**config.mk**
```make
export PLATFORM = sky130hd
export DESIGN_NAME = price_window_buffer
export DESIGN_NICKNAME = d
export VERILOG_FILES = /design/src/rtl/price_window_buffer.sv
export SDC_FILE = /design/constraint.sdc
export NUM_CORES = 1
export LEC_CHECK = 0
export BUFFER_PORTS_ARGS = -buffer_cell sky130_fd_sc_hd__buf_2
export CAP_MARGIN = 5
export CORE_UTILIZATION = 40
export DETAILED_ROUTE_END_ITERATION = 10
export PLACE_DENSITY = 0.54
export SETUP_SLACK_MARGIN = 0.5
export SLEW_MARGIN = 20
export SYNTH_ARGS = -nofsm -noshare
export SYNTH_HDL_FRONTEND = slang
export SYNTH_SLANG_ARGS = --single-unit
export TNS_END_PERCENT = 30
```
**constraint.sdc**
```tcl
create_clock -name clk -period 5.8 [get_ports clk]
set_input_delay 0.29 -clock clk [delete_from_list [all_inputs] [get_ports clk]]
set_output_delay 0.29 -clock clk [all_outputs]
set_load 0.01 [all_outputs]
```
**src/rtl/price_window_buffer.sv**
```systemverilog
// ---------------------------------------------------------------------------
// price_window_buffer
//
// Sliding-window sample store that sits in front of the moving-average FSM.
// It takes one price per valid/ready handshake into a DEPTH-entry circular
// buffer. It hands the averager the new price together with the price that
// just left the window, which is zero while the window is still filling.
// It then pulses `start` and waits for `avg_done` before it takes the next
// sample. The downstream rolling sum therefore always subtracts exactly the
// sample that fell out of the window.
//
// Optional feature: define PRICE_WINDOW_FLUSH_EN to add the `flush` input.
// When it is high in IDLE, the window is emptied at the next edge.
//
// Ports:
//   clk          in   1      clock, rising edge
//   rst          in   1      synchronous active-high reset
//   price_valid  in   1      upstream price available
//   price_in     in   WIDTH  incoming price
//   price_ready  out  1      block can accept a price this cycle
//   new_price    out  WIDTH  latched accepted price
//   oldest_price out  WIDTH  evicted price (0 while window not full)
//   start        out  1      one-cycle pulse to the averager
//   avg_done     in   1      averager done pulse (only honoured in WAIT)
//   window_full  out  1      count == DEPTH
//   count        out  8      samples held, saturates at DEPTH
//   flush        in   1      window clear request (PRICE_WINDOW_FLUSH_EN only)
// ---------------------------------------------------------------------------
module price_window_buffer #(
    parameter int WIDTH = 32,
    parameter int DEPTH = 10,
    parameter int PTR_W = 4
) (
    input  logic             clk,
    input  logic             rst,
    input  logic             price_valid,
    input  logic [WIDTH-1:0] price_in,
    output logic             price_ready,
    output logic [WIDTH-1:0] new_price,
    output logic [WIDTH-1:0] oldest_price,
    output logic             start,
    input  logic             avg_done,
    output logic             window_full,
    output logic [7:0]       count
`ifdef PRICE_WINDOW_FLUSH_EN
    ,
    input  logic             flush
`endif
);

    localparam logic [1:0] IDLE  = 2'd0;
    localparam logic [1:0] ISSUE = 2'd1;
    localparam logic [1:0] WAIT  = 2'd2;

    localparam logic [7:0]       DEPTH_CNT = 8'(DEPTH);
    localparam logic [PTR_W-1:0] LAST_PTR  = PTR_W'(DEPTH - 1);

    logic [1:0]       state_reg, state_next;
    logic [PTR_W-1:0] wr_ptr_reg, wr_ptr_next;
    logic [7:0]       count_reg, count_next;
    logic [WIDTH-1:0] new_price_reg, new_price_next;
    logic [WIDTH-1:0] oldest_price_reg;
    logic             start_reg;

    logic             flush_req;
    logic             accept;
    logic             clear;
    logic             full;

    // Sample storage. It has no reset. Stale contents never reach the
    // outputs because the eviction read is gated by `count`.
    logic [WIDTH-1:0] mem [DEPTH];

`ifdef PRICE_WINDOW_FLUSH_EN
    assign flush_req = flush;
`else
    assign flush_req = 1'b0;
`endif

    assign full        = (count_reg == DEPTH_CNT);
    // A flush request closes the input, so flush wins over a simultaneous valid.
    assign price_ready = (state_reg == IDLE) && !flush_req;
    assign accept      = price_valid && price_ready;
    assign clear       = (state_reg == IDLE) && flush_req;

    // Control FSM: IDLE -> ISSUE on accept, ISSUE -> WAIT, WAIT -> IDLE on done.
    always_comb begin
        state_next = state_reg;
        case (state_reg)
            IDLE:    if (accept)   state_next = ISSUE;
            ISSUE:                 state_next = WAIT;
            WAIT:    if (avg_done) state_next = IDLE;
            default:               state_next = IDLE;
        endcase
    end

    // Pointer, count and new-price updates.
    always_comb begin
        wr_ptr_next    = wr_ptr_reg;
        count_next     = count_reg;
        new_price_next = new_price_reg;
        if (clear) begin
            wr_ptr_next    = '0;
            count_next     = '0;
            new_price_next = '0;
        end else if (accept) begin
            wr_ptr_next    = (wr_ptr_reg == LAST_PTR) ? '0 : wr_ptr_reg + 1'b1;
            count_next     = full ? count_reg : count_reg + 8'd1;
            new_price_next = price_in;
        end
    end

    always_ff @(posedge clk) begin
        if (rst) begin
            state_reg        <= IDLE;
            wr_ptr_reg       <= '0;
            count_reg        <= '0;
            new_price_reg    <= '0;
            oldest_price_reg <= '0;
            start_reg        <= 1'b0;
        end else begin
            state_reg     <= state_next;
            wr_ptr_reg    <= wr_ptr_next;
            count_reg     <= count_next;
            new_price_reg <= new_price_next;
            // An accept is exactly the IDLE -> ISSUE transition, so the
            // registered start is high for the whole ISSUE cycle.
            start_reg     <= accept;
            if (clear) begin
                oldest_price_reg <= '0;
            end else if (accept) begin
                // The slot at wr_ptr is read in the same edge that overwrites
                // it, so the old contents are captured first.
                oldest_price_reg <= full ? mem[wr_ptr_reg] : '0;
            end
        end
    end

    always_ff @(posedge clk) begin
        if (accept) begin
            mem[wr_ptr_reg] <= price_in;
        end
    end

    assign new_price    = new_price_reg;
    assign oldest_price = oldest_price_reg;
    assign start        = start_reg;
    assign window_full  = full;
    assign count        = count_reg;

endmodule

```
==> out/qor_table.md, run 1 <==
| Group | Result | This run |
|:---|:---|:---|
| finish | Commonest non-fill, non-tap cell in the layout | edfxtp_1 |
| sta | Total count of max-transition violations in the final report | 0 |
| floorplanning | Area of the die | 37980 um2 |
| sta | Setup clock skew after layout | 0.01870 ns |
| pwr | VDD IR-drop max | 0.1654 mV |
| cts | Hold Buf Count CTS | 0 |
| sta | Maximum clock frequency | 0.3603 GHz |
| sta | Final Cycle Share | 47.86% |
| yosys | Cell types with the largest area share after synthesis | edfxtp_1 65%, dfxtp_1 11%, mux4_2 9.7% |
| placement | Total of buffers placed on input and output ports | 110 |
| finish | Fraction of layout instances using a drive strength above 1 | 32.04% |
| cts | Clock tree from TritonCTS | done |
| yosys | Synthesized area per cell | 18.21 um2 |
| sta | Crit path time final | 2.776 ns |
| floorplanning | Starting density of the core | 40.65% |
| pwr | Cell Pwr Density | 359.9 nW/um2 |
| placement | Place WS | 3.059 ns |
| placement | Routability cong. | 0.7191 |
| sta | Setup slack after layout | 3.024 ns |
| setup path | Critical Path AT | 2.99 ns |
| yosys | Post-synth top area share | 64.58% |
| global routing | Largest net degree at the start of global routing | 65 |
| sta | Transition time of the tightest slew-check pin | 1.047 ns |
| floorplanning | Top-level I/O count | 111 |
| detailed routing | Antenna-violating nets left | 0 |
| finish | Area Overhead vs Synth | 17.48% |
| sta | Slew HR | 30.17% |
| yosys | Cell Area, Synth | 14880 um2 |
| yosys | Cell count after synthesis | 817 |
| global routing | Global-route wire length before repair | 49980 um |
| setup path | Top cell family by delay on the critical path | simple AND/OR/NAND/NOR gates |
| setup path | Critical path class | flop to flop |
| setup path | Worst-path cell with the longest stage delay | or3b_2 |
| cts | CTS sink count | 403 |
| detailed routing | Average routed wire per standard cell | 22.79 um |
| cts | CTS max path bufs | 3 |
| cts | Clock H-tree levels | 2 |
| cts | Post-cts sizing count | 0 |
| detailed routing | WL final | 33000 um |
| cts | Number of clock buffers inserted by TritonCTS | 43 |
| finish | Final-stage net count | 983 |
| detailed routing | Number of iterations in the first detailed-routing pass | 5 |
| floorplanning | # rows | 70 |
| finish | Storage cell area | 11280 um2 |
| cts | Clock-pin slew of the registers on the worst-case setup and hold paths | 0.06 ns |
| floorplanning | Die Wd | 194.9 um |
| yosys | Number of synthesized register bits | 403 |
| detailed routing | DR vias | 7667 |
| setup path | Critical path buffer and inverter count | 1 |
| finish | Max FFs per register | 320 |
| yosys | Netlist cell types | 37 |
| detailed routing | Initial detailed-routing violation count | 525 |
| setup path | Critical path endpoint category | flop |
| pwr | Leakage Power | 5.817 nW |
| global routing | Overflow left after global routing | 0 |
| sta | Setup repair after global routing missed its margin | false |
| run status | Outcome | finished clean |
| cts | Number of buffers inserted by post-CTS setup repair | 0 |
| finish | FILL cells | 3159 |
| finish | Ant. Diodes | 0 |
| cts | Worst-skew pair later-pin latency | 0.54 ns |
| sta | Hold Fails Final Rpt | 0 |
| finish | Most used cells in the layout excluding fill and tap cells | 320 x edfxtp_1, 110 x buf_2, 80 x dfxtp_1 |
| detailed routing | DR DRC count | 0 |
| yosys | Warnings from Yosys | 0 |
| global routing | Antenna violations before repair | 0 |
| setup path | Crit-path max FO | 17 |
| min path | Worst hold path type | input port to flop |
| setup path | Slowest Stage Delay on Critical Path | 0.68 ns |
| yosys | Synthesized netlist net count | 855 |
| setup path | Required time at the endpoint of the critical path | 6.01 ns |
| global routing | Total GRT Usage | 17.82% |
| finish | Area taken by multi-input logic gates | 3453 um2 |
| yosys | Post-synthesis sequential area ratio | 75.74% |
| setup path | Type of element launching the critical path | flop |
| sta | Number of endpoints failing setup at the final stage | 0 |
| setup path | Cells along the critical path | or3b_2 -> nor3_1 -> nand2_1 -> nor2_4 -> buf_4 |
| cts | Root Buffer Master | clkbuf_16 |
| detailed routing | Avg Vias per Cell | 5.295 |
| sta | Setup TNS | 0 ns |
| floorplanning | Y dimension of the die | 194.9 um |
| sta | Worst hold slack after final layout | 0.06610 ns |
| yosys | Cell type with the largest total area after synthesis | edfxtp_1 |
| placement | Sum of net half-perimeters after detailed placement | 18920 um |
| global routing | Vias in the first global route | 7798 |
| flow run | Max_cap viols | 0 |
| floorplanning | Core Footprint | 36610 um2 |
[cell families after synthesis]
family                   synth area share (%)
XOR/XNOR                               0.4709
buffers and inverters                   1.522
flip-flops                              75.74
AO/OA/AOI/OAI                           4.112
multiplexers                            14.40
adder cells (fa/ha/maj)                0.1681
AND/OR/NAND/NOR                         3.590
[routing by layer]
metal | up-vias | track usage [%] | share of wire [%]
met5 | - | 0 | 0
met4 | 0 | 5.512 | 2.3
met3 | 55 | 3.314 | 4.8
met2 | 197 | 28.58 | 48
met1 | 3942 | 24.70 | 45
li1 | 3473 | - | -
[report_power, final]
part | internal, mW | switching (mW) | leakage (nW) | total, mW
sequential | 3.18 | 0.0536 | 3.57 | 3.23
clock | 1.59 | 1.10 | 0.698 | 2.69
combinational | 0.168 | 0.201 | 1.55 | 0.370
[cells in the mapped netlist, drive strengths merged]
cell type / count
a22oi: 33
mux4: 64
clkbuf: 24
nand3: 4
buf: 25
nor2: 18
nor3b: 3
dfxtp: 83
ha: 2
mux2i: 34
nor3: 4
nand3b: 2
nand2b: 1
a211oi: 1
xnor2: 5
or3b: 1
a21oi: 35
nor4: 4
xor2: 3
nor4b: 3
and4: 1
nand4: 2
and3: 1
mux2: 32
o211ai: 1
and2: 1
o2bb2ai: 1
nand2: 69
o21ai: 33
or4: 1
inv: 4
or3: 2
edfxtp: 320
[final timing paths]
check          startpoint           end  slack, ns  depth (start not counted)
max          state_reg[1]    mem[8][14]       3.02                          5
min          price_in[27]    mem[6][27]       0.07                          1
max reg2reg  state_reg[1]    mem[8][14]       3.02                          5
min reg2reg  new_price[4]  new_price[4]       0.45                          2
[area by class of cell]
cell class / count / area share [%]
Sequential cell: 403 / 64.52
Clock inverter: 20 / 0.9734
Multi-Input combinational cell: 361 / 19.75
Tap cell: 468 / 3.350
Clock buffer: 60 / 7.107
Inverter: 4 / 0.08589
Timing Repair Buffer: 132 / 4.208
[metrics by stage]
step | cell area (um2) | util (%) | power [mW] | std cells
final | 17480 | 47.75 | 6.292 | 1448
after detailed placement | 16040 | 43.82 | 3.670 | 1367
after floorplan | 14880 | - | 3.523 | 817
after global routing | 17480 | 47.75 | 6.517 | 1448
after CTS | 17450 | 47.68 | 6.377 | 1447
after global placement | 16040 | 43.82 | 3.665 | 1367
(Power assumes the default switching activity.)
==> inputs of run 2 (changes only) <==
- PLACE_DENSITY: 0.54 -> 0.56
- clock period: 5.8 -> 2.5 ns (I/O delays scaled with it)
==> run 2 against run 1 <==
Compared with the run above: setup slack got worse by 2.5 ns; sequential cell count unchanged; clock-buffer cell count decreased by 5; register-to-register slack got worse by 2.5 ns; global-route usage increased by 0.48 points; critical path type unchanged; critical endpoint is now mem[4][7]; highest routed layer unchanged.
==> out/qor_table.md, run 2 (synthesis gave the netlist of run 1 again) <==
| Group | Result | This run | Delta |
|:---|:---|:---|:---|
| cts | Clock tree from TritonCTS | done | unchanged |
| cts | Clock-pin slew of the registers on the worst-case setup and hold paths | 0.06 ns | about the same |
| setup path | Critical Path AT | 2.27 ns | was 2.99 ns |
| floorplanning | Core Footprint | 36610 um2 | unchanged |
| sta | Slew HR | 58.29% | was 30.17% |
| min path | Worst Hold End | mem[3][28] | was mem[6][27] |
| detailed routing | Avg Vias per Cell | 5.238 | was 5.295 |
| setup path | Slowest Stage Delay on Critical Path | 0.44 ns | was 0.68 ns |
| sta | Worst hold slack after final layout | 0.4471 ns | was 0.06610 ns |
| cts | Root Buffer Master | clkbuf_16 | unchanged |
| placement | Sum of net half-perimeters after detailed placement | 20090 um | was 18920 um |
| sta | Total count of max-transition violations in the final report | 0 | unchanged |
| sta | Final Cycle Share | 80.31% | was 47.86% |
| finish | Post-layout utilization of the core | 49.88% | was 47.75% |
| min path | Startpoint of the most critical hold path | price_in[28] | was price_in[27] |
| floorplanning | Area of the die | 37980 um2 | unchanged |
| placement | Total of buffers placed on input and output ports | 110 | unchanged |
| global routing | Global-route wire length before repair | 51880 um | was 49980 um |
| finish | Ant. Diodes | 0 | unchanged |
| floorplanning | Die Wd | 194.9 um | unchanged |
| detailed routing | DR DRC count | 0 | unchanged |
| flow run | Max_cap viols | 0 | unchanged |
| setup path | Worst-path cell with the longest stage delay | or3b_4 | was or3b_2 |
| finish | Fraction of layout instances using a drive strength above 1 | 33.08% | was 32.04% |
| global routing | Largest net degree at the start of global routing | 42 | was 65 |
| setup path | Cells along the critical path | or3b_4 -> or3_4 -> nor3_4 -> buf_6 -> clkbuf_16 | was or3b_2 -> nor3_1 -> nand2_1 -> nor2_4 -> buf_4 |
| cts | Worst-skew pair later-pin latency | 0.54 ns | about the same |
| min path | Worst hold path type | input port to flop | unchanged |
| sta | Setup TNS | 0 ns | unchanged |
| global routing | Vias in the first global route | 8382 | was 7798 |
| setup path | Setup slack of the worst register-to-register path | 0.49 ns | was 3.02 ns |
| cts | CTS sink count | 403 | unchanged |
| setup path | R2r endpoint | mem[4][7] | was mem[8][14] |
| finish | Commonest non-fill, non-tap cell in the layout | edfxtp_1 | unchanged |
| sta | Hold Fails Final Rpt | 0 | unchanged |
| global routing | Total GRT Usage | 18.29% | was 17.82% |
| setup path | Crit-path max FO | 7 | was 17 |
| detailed routing | WL final | 33660 um | was 33000 um |
| pwr | PnR Total Power | 14.48 mW | was 6.292 mW |
| floorplanning | Top-level I/O count | 111 | unchanged |
| min path | Hold path cells | 2 | was 1 |
| setup path | Launching point of the worst reg2reg path | state_reg[0] | was state_reg[1] |
| global routing | Overflow left after global routing | 0 | unchanged |
| floorplanning | # rows | 70 | unchanged |
| detailed routing | Average routed wire per standard cell | 22.23 um | was 22.79 um |
| setup path | Critical path endpoint category | flop | unchanged |
| floorplanning | Y dimension of the die | 194.9 um | unchanged |
| finish | Area Overhead vs Synth | 22.73% | was 17.48% |
| setup path | Required time at the endpoint of the critical path | 2.76 ns | was 6.01 ns |
| pwr | Cell Pwr Density | 792.7 nW/um2 | was 359.9 nW/um2 |
| sta | Number of endpoints failing setup at the final stage | 0 | unchanged |
| sta | Maximum clock frequency | 0.4980 GHz | was 0.3603 GHz |
| pwr | Leakage Power | 6.139 nW | was 5.817 nW |
| global routing | Antenna violations before repair | 0 | unchanged |
| run status | Outcome | finished clean | unchanged |
| sta | Setup repair after global routing missed its margin | true | was false |
| setup path | Type of element launching the critical path | flop | unchanged |
| detailed routing | Number of iterations in the first detailed-routing pass | 5 | unchanged |
| detailed routing | Initial detailed-routing violation count | 547 | was 525 |
| sta | Transition time of the tightest slew-check pin | 0.6242 ns | was 1.047 ns |
| sta | Crit path time final | 2.008 ns | was 2.776 ns |
| floorplanning | Starting density of the core | 40.65% | unchanged |
| setup path | Critical path class | flop to flop | unchanged |
| setup path | Depth of the worst register-to-register path | 5 | unchanged |
| finish | Final-stage net count | 1051 | was 983 |
| placement | Routability cong. | 0.7187 | was 0.7191 |
| finish | Most used cells in the layout excluding fill and tap cells | 320 x edfxtp_1, 110 x buf_2, 77 x dfxtp_1 | was 320 x edfxtp_1, 110 x buf_2, 80 x dfxtp_1 |
| cts | Number of clock buffers inserted by TritonCTS | 43 | unchanged |
| cts | Clock H-tree levels | 2 | unchanged |
| pwr | VDD IR-drop max | 0.6039 mV | was 0.1654 mV |
| sta | Setup clock skew after layout | 0.01056 ns | was 0.01870 ns |
| cts | CTS max path bufs | 3 | unchanged |
| detailed routing | Antenna-violating nets left | 0 | unchanged |
| detailed routing | DR vias | 7931 | was 7667 |
| finish | Max FFs per register | 320 | unchanged |
| finish | FILL cells | 3099 | was 3159 |
-- run 2: cell types whose count changed in the layout (fill, tap and decap cells not counted), moves of 4 or more --
cell           previous run  this run
buf_12                    0        11
buf_4                    21        37
buf_6                     0         4
clkbuf_8                  6         0
clkinv_1                  4        11
dlygate4sd3_1             0        35
-- run 2: metrics by stage --
stage               area (um2)  instances  setup slack (ns)
floorplan                14980        817           -0.1623
global placement         16340       1385            0.3693
detailed placement       16340       1385            0.3775
CTS                      18050       1498            0.4802
global route             18260       1514            0.4467
finish                   18260       1514            0.4922
-- run 2: cell type report --
cell class	count	area, um2	share of cell area, %
flip-flops and latches	403	11280	61.78
multi-input cells	361	3550	19.44
repair buffers	200	1511	8.276
clock buffers	55	1164	6.372
well taps	468	585.6	3.206
clock inverters	23	153.9	0.8427
inverters	4	15.01	0.08221
-- run 2: routing by layer --
metal | vias up | global-route usage [%] | part of all wire, %
met4 | 0 | 4.666 | 1.8
met5 | - | 0 | 0
met3 | 49 | 3.332 | 4.2
met2 | 167 | 29.75 | 48
met1 | 4100 | 25.47 | 46
li1 | 3615 | - | -
-- run 2: worst max path at each step --
stage               cells past startpoint    startpoint         end  slack [ns]
global placement                        6  state_reg[0]    count[3]        0.37
detailed placement                      6  state_reg[0]    count[7]        0.38
global route                            5  state_reg[0]  mem[4][12]        0.45
CTS                                     4  state_reg[0]  mem[4][10]        0.48
finish                                  5  state_reg[0]   mem[4][7]        0.49
floorplan                               5  state_reg[1]   mem[1][0]       -0.16
-- run 2: repair_timing --
action	CTS	global route
hold buffers	35	0
gates resized for setup	11	11
pin swaps	0	2
endpoints found under the setup margin	126	219
setup buffers	0	14
gates cloned	0	1
hold endpoints to repair	363	0
-- run 2: critical path, delay by kind of cell (launching register included) --
kind | cells | cell delay (ns)
buffers and inverters | 2 | 0.30
flip-flops | 1 | 0.37
AND/OR/NAND/NOR | 3 | 1.05
-- run 2: report_power, final --
part | internal, mW | switching, mW
Clock | 3.48 | 2.47
Combinational | 0.510 | 0.567
Sequential | 7.38 | 0.0737
==> inputs of run 3 (changes only) <==
- clock period: 2.5 -> 1.8 ns (I/O delays scaled with it)
==> run 3 against run 2 <==
Compared with the run above: sequential cell count did not move; cell area rose by 7.7%; register-to-register slack got worse by 0.60 ns; the flow now finishes with violations (hold timing, setup timing); fmax rose by 5.3%; via count rose by 4.2%; highest routed layer unchanged; final cell count rose by 4.8%; power rose by 45%; hold slack got worse by 0.59 ns; combinational power rose by 69%; die area did not move; clock power rose by 48%; critical endpoint is now mem[2][0]; clock skew rose by 0.0089 ns.
==> out/qor_table.md, run 3 (synthesis gave the netlist of run 1 again) <==
| Group | Result | This run | Delta |
|:---|:---|:---|:---|
| global routing | Global-route wire length before repair | 54480 um | was 51880 um |
| global routing | Largest net degree at the start of global routing | 41 | was 42 |
| cts | Worst-skew pair later-pin latency | 0.55 ns | was 0.54 ns |
| pwr | VDD IR-drop max | 0.6657 mV | was 0.6039 mV |
| floorplanning | Die Wd | 194.9 um | unchanged |
| finish | Final cell area excluding filler cells | 19680 um2 | was 18260 um2 |
| detailed routing | WL final | 36060 um | was 33660 um |
| detailed routing | DR DRC count | 0 | unchanged |
| setup path | Cell occurring most often along the worst timing path | buf_4 |  |
| finish | Max FFs per register | 320 | unchanged |
| setup path | Crit-path max FO | 7 | unchanged |
| min path | Hold path cells | 2 | unchanged |
| cts | Clock H-tree levels | 2 | unchanged |
| min path | Worst Hold End | start | was mem[3][28] |
| detailed routing | Average routed wire per standard cell | 22.74 um | was 22.23 um |
| floorplanning | Y dimension of the die | 194.9 um | unchanged |
| cts | Hold Buf Count CTS | 35 | unchanged |
| detailed routing | Antenna-violating nets left | 0 | unchanged |
| setup path | Critical path endpoint category | flop | unchanged |
| sta | Hold Fails Final Rpt | 2 | was 0 |
| finish | Fraction of layout instances using a drive strength above 1 | 40.16% | was 33.08% |
| detailed routing | DR vias | 8263 | was 7931 |
| sta | Setup clock skew after layout | 0.01950 ns | was 0.01056 ns |
| sta | Slew HR | 47.73% | was 58.29% |
| floorplanning | Starting density of the core | 40.65% | unchanged |
| placement | Placed cell count | 1419 | was 1385 |
| sta | Worst hold slack after final layout | -0.1449 ns | was 0.4471 ns |
| pwr | PnR Total Power | 20.93 mW | was 14.48 mW |
| sta | Final Cycle Share | 106.0% | was 80.31% |
| sta | Number of endpoints failing setup at the final stage | 242 | was 0 |
| pwr | Leakage Power | 6.754 nW | was 6.139 nW |
| finish | Most used cells in the layout excluding fill and tap cells | 320 x edfxtp_1, 108 x buf_2, 74 x dfxtp_1 | was 320 x edfxtp_1, 110 x buf_2, 77 x dfxtp_1 |
| placement | Routability cong. | 0.7093 | was 0.7187 |
| global routing | Total GRT Usage | 19.46% | was 18.29% |
| setup path | R2r endpoint | mem[2][0] | was mem[4][7] |
| cts | Clock tree from TritonCTS | done | unchanged |
| detailed routing | Number of iterations in the first detailed-routing pass | 5 | unchanged |
| cts | Number of clock buffers inserted by TritonCTS | 43 | unchanged |
| placement | Sum of net half-perimeters after detailed placement | 20170 um | was 20090 um |
| finish | Final-stage net count | 1121 | was 1051 |
| finish | Non-filler cells, final | 1586 | was 1514 |
| setup path | Slowest Stage Delay on Critical Path | 0.32 ns | was 0.44 ns |
| detailed routing | Initial detailed-routing violation count | 542 | was 547 |
| run status | Failing checks | hold timing, setup timing |  |
| setup path | Cells along the critical path | buf_6 -> nor3b_4 -> buf_6 -> buf_4 -> nand2_2 -> nor4_4 -> buf_4 -> buf_4 -> buf_16 | was or3b_4 -> or3_4 -> nor3_4 -> buf_6 -> clkbuf_16 |
| global routing | Vias in the first global route | 8617 | was 8382 |
| sta | Setup repair after global routing missed its margin | true | unchanged |
| setup path | Setup slack of the worst register-to-register path | -0.11 ns | was 0.49 ns |
| placement | Place WS | -0.2270 ns | was 0.3775 ns |
| setup path | Launching point of the worst reg2reg path | state_reg[1] | was state_reg[0] |
| cts | CTS max path bufs | 3 | unchanged |
| cts | CTS sink count | 403 | unchanged |
| min path | Startpoint of the most critical hold path | price_valid | was price_in[28] |
| cts | Clock-pin slew of the registers on the worst-case setup and hold paths | 0.06 ns | about the same |
| placement | Total of buffers placed on input and output ports | 110 | unchanged |
| finish | Commonest non-fill, non-tap cell in the layout | edfxtp_1 | unchanged |
| sta | Crit path time final | 1.907 ns | was 2.008 ns |
| placement | Total cell area at the placement stage | 16780 um2 | was 16340 um2 |
| sta | Transition time of the tightest slew-check pin | 0.7822 ns | was 0.6242 ns |
| floorplanning | Top-level I/O count | 111 | unchanged |
| global routing | Overflow left after global routing | 0 | unchanged |
| detailed routing | Avg Vias per Cell | 5.210 | was 5.238 |
| flow run | Max_cap viols | 0 | unchanged |
| setup path | Worst-path cell with the longest stage delay | dfxtp_2 | was or3b_4 |
| sta | Total count of max-transition violations in the final report | 0 | unchanged |
| finish | Ant. Diodes | 0 | unchanged |
| global routing | Antenna violations before repair | 0 | unchanged |
| sta | Setup slack after layout | -0.1074 ns | was 0.4922 ns |
| cts | Root Buffer Master | clkbuf_16 | unchanged |
| setup path | Critical path class | flop to flop | unchanged |
| pwr | Cell Pwr Density | 1064 nW/um2 | was 792.7 nW/um2 |
| floorplanning | # rows | 70 | unchanged |
| floorplanning | Area of the die | 37980 um2 | unchanged |
| sta | Maximum clock frequency | 0.5243 GHz | was 0.4980 GHz |
| floorplanning | Core Footprint | 36610 um2 | unchanged |
| setup path | Type of element launching the critical path | flop | unchanged |
| run status | Outcome | complete, but fails checks | was finished clean |
| setup path | Required time at the endpoint of the critical path | 2.06 ns | was 2.76 ns |
| min path | Worst hold path type | input port to flop | unchanged |
| finish | Area Overhead vs Synth | 32.22% | was 22.73% |
| setup path | Depth of the worst register-to-register path | 9 | was 5 |
| setup path | Critical Path AT | 2.16 ns | was 2.27 ns |
run 3: changes by cell type in the layout (fill, tap and decap cells not counted), moves of 8 or more:
cell / delta
clkinv_1: -8
buf_6: +23
buf_16: +10
o21ai_0: -25
o21ai_1: +21
buf_12: +25
run 3: worst max path at each step:
stage / startpoint / to / slack (ns) / depth (start not counted)
final: state_reg[1] / mem[2][0] / -0.11 / 9
after global routing: state_reg[1] / mem[8][30] / -0.17 / 8
after CTS: state_reg[1] / mem[4][30] / -0.12 / 5
after detailed placement: state_reg[1] / mem[4][15] / -0.23 / 4
after global placement: state_reg[1] / mem[4][8] / -0.22 / 4
after floorplan: state_reg[1] / mem[1][0] / -0.86 / 5
run 3: metal layers:
layer / track usage, % / routed length (um)
met5: 0 / 0
met4: 4.666 / 637
met3: 3.245 / 1487
met2: 31.74 / 17450
met1: 27.33 / 16490
run 3: layout make-up:
class / instances / area (um2)
clock inverters: 24 / 246.5
inverters: 4 / 15.01
clock buffers: 56 / 1176
repair buffers: 269 / 2704
fillers: 2900 / 16940
well taps: 468 / 585.6
flip-flops and latches: 403 / 11280
multi-input cells: 362 / 3664
run 3: timing repair:
item / 4_1_cts / 5_1_grt
buffers inserted: 34 / 2
endpoints found under the hold margin: 361 / 2
pin swaps: 23 / 12
cloned: 14 / 2
setup endpoints to repair: 402 / 395
gates resized for setup: 104 / 37
run 3: power by group:
part	internal (mW)	leakage [nW]	switching [mW]	total (mW)
combinational	0.916	2.48	0.902	1.82
sequential	10.2	3.57	0.0728	10.3
clock	5.22	0.701	3.58	8.80
total	16.4	6.75	4.55	20.9
run 3: through the flow:
stage	hold WS [ns]	TNS, ns	utilization, %
after floorplan	0.1742	-219.95	-
after global placement	0.4169	-34.72	45.85
after detailed placement	0.4027	-43.01	45.85
after CTS	-0.1657	-14.19	53.46
after global routing	-0.1422	-29.88	53.74
final	-0.1449	-13.65	53.74
run 3: critical path: cells and delay by family (launching register included):
family        cells  cell delay (ns)
buf+inv           6             0.78
flops             1             0.32
simple gates      3             0.51
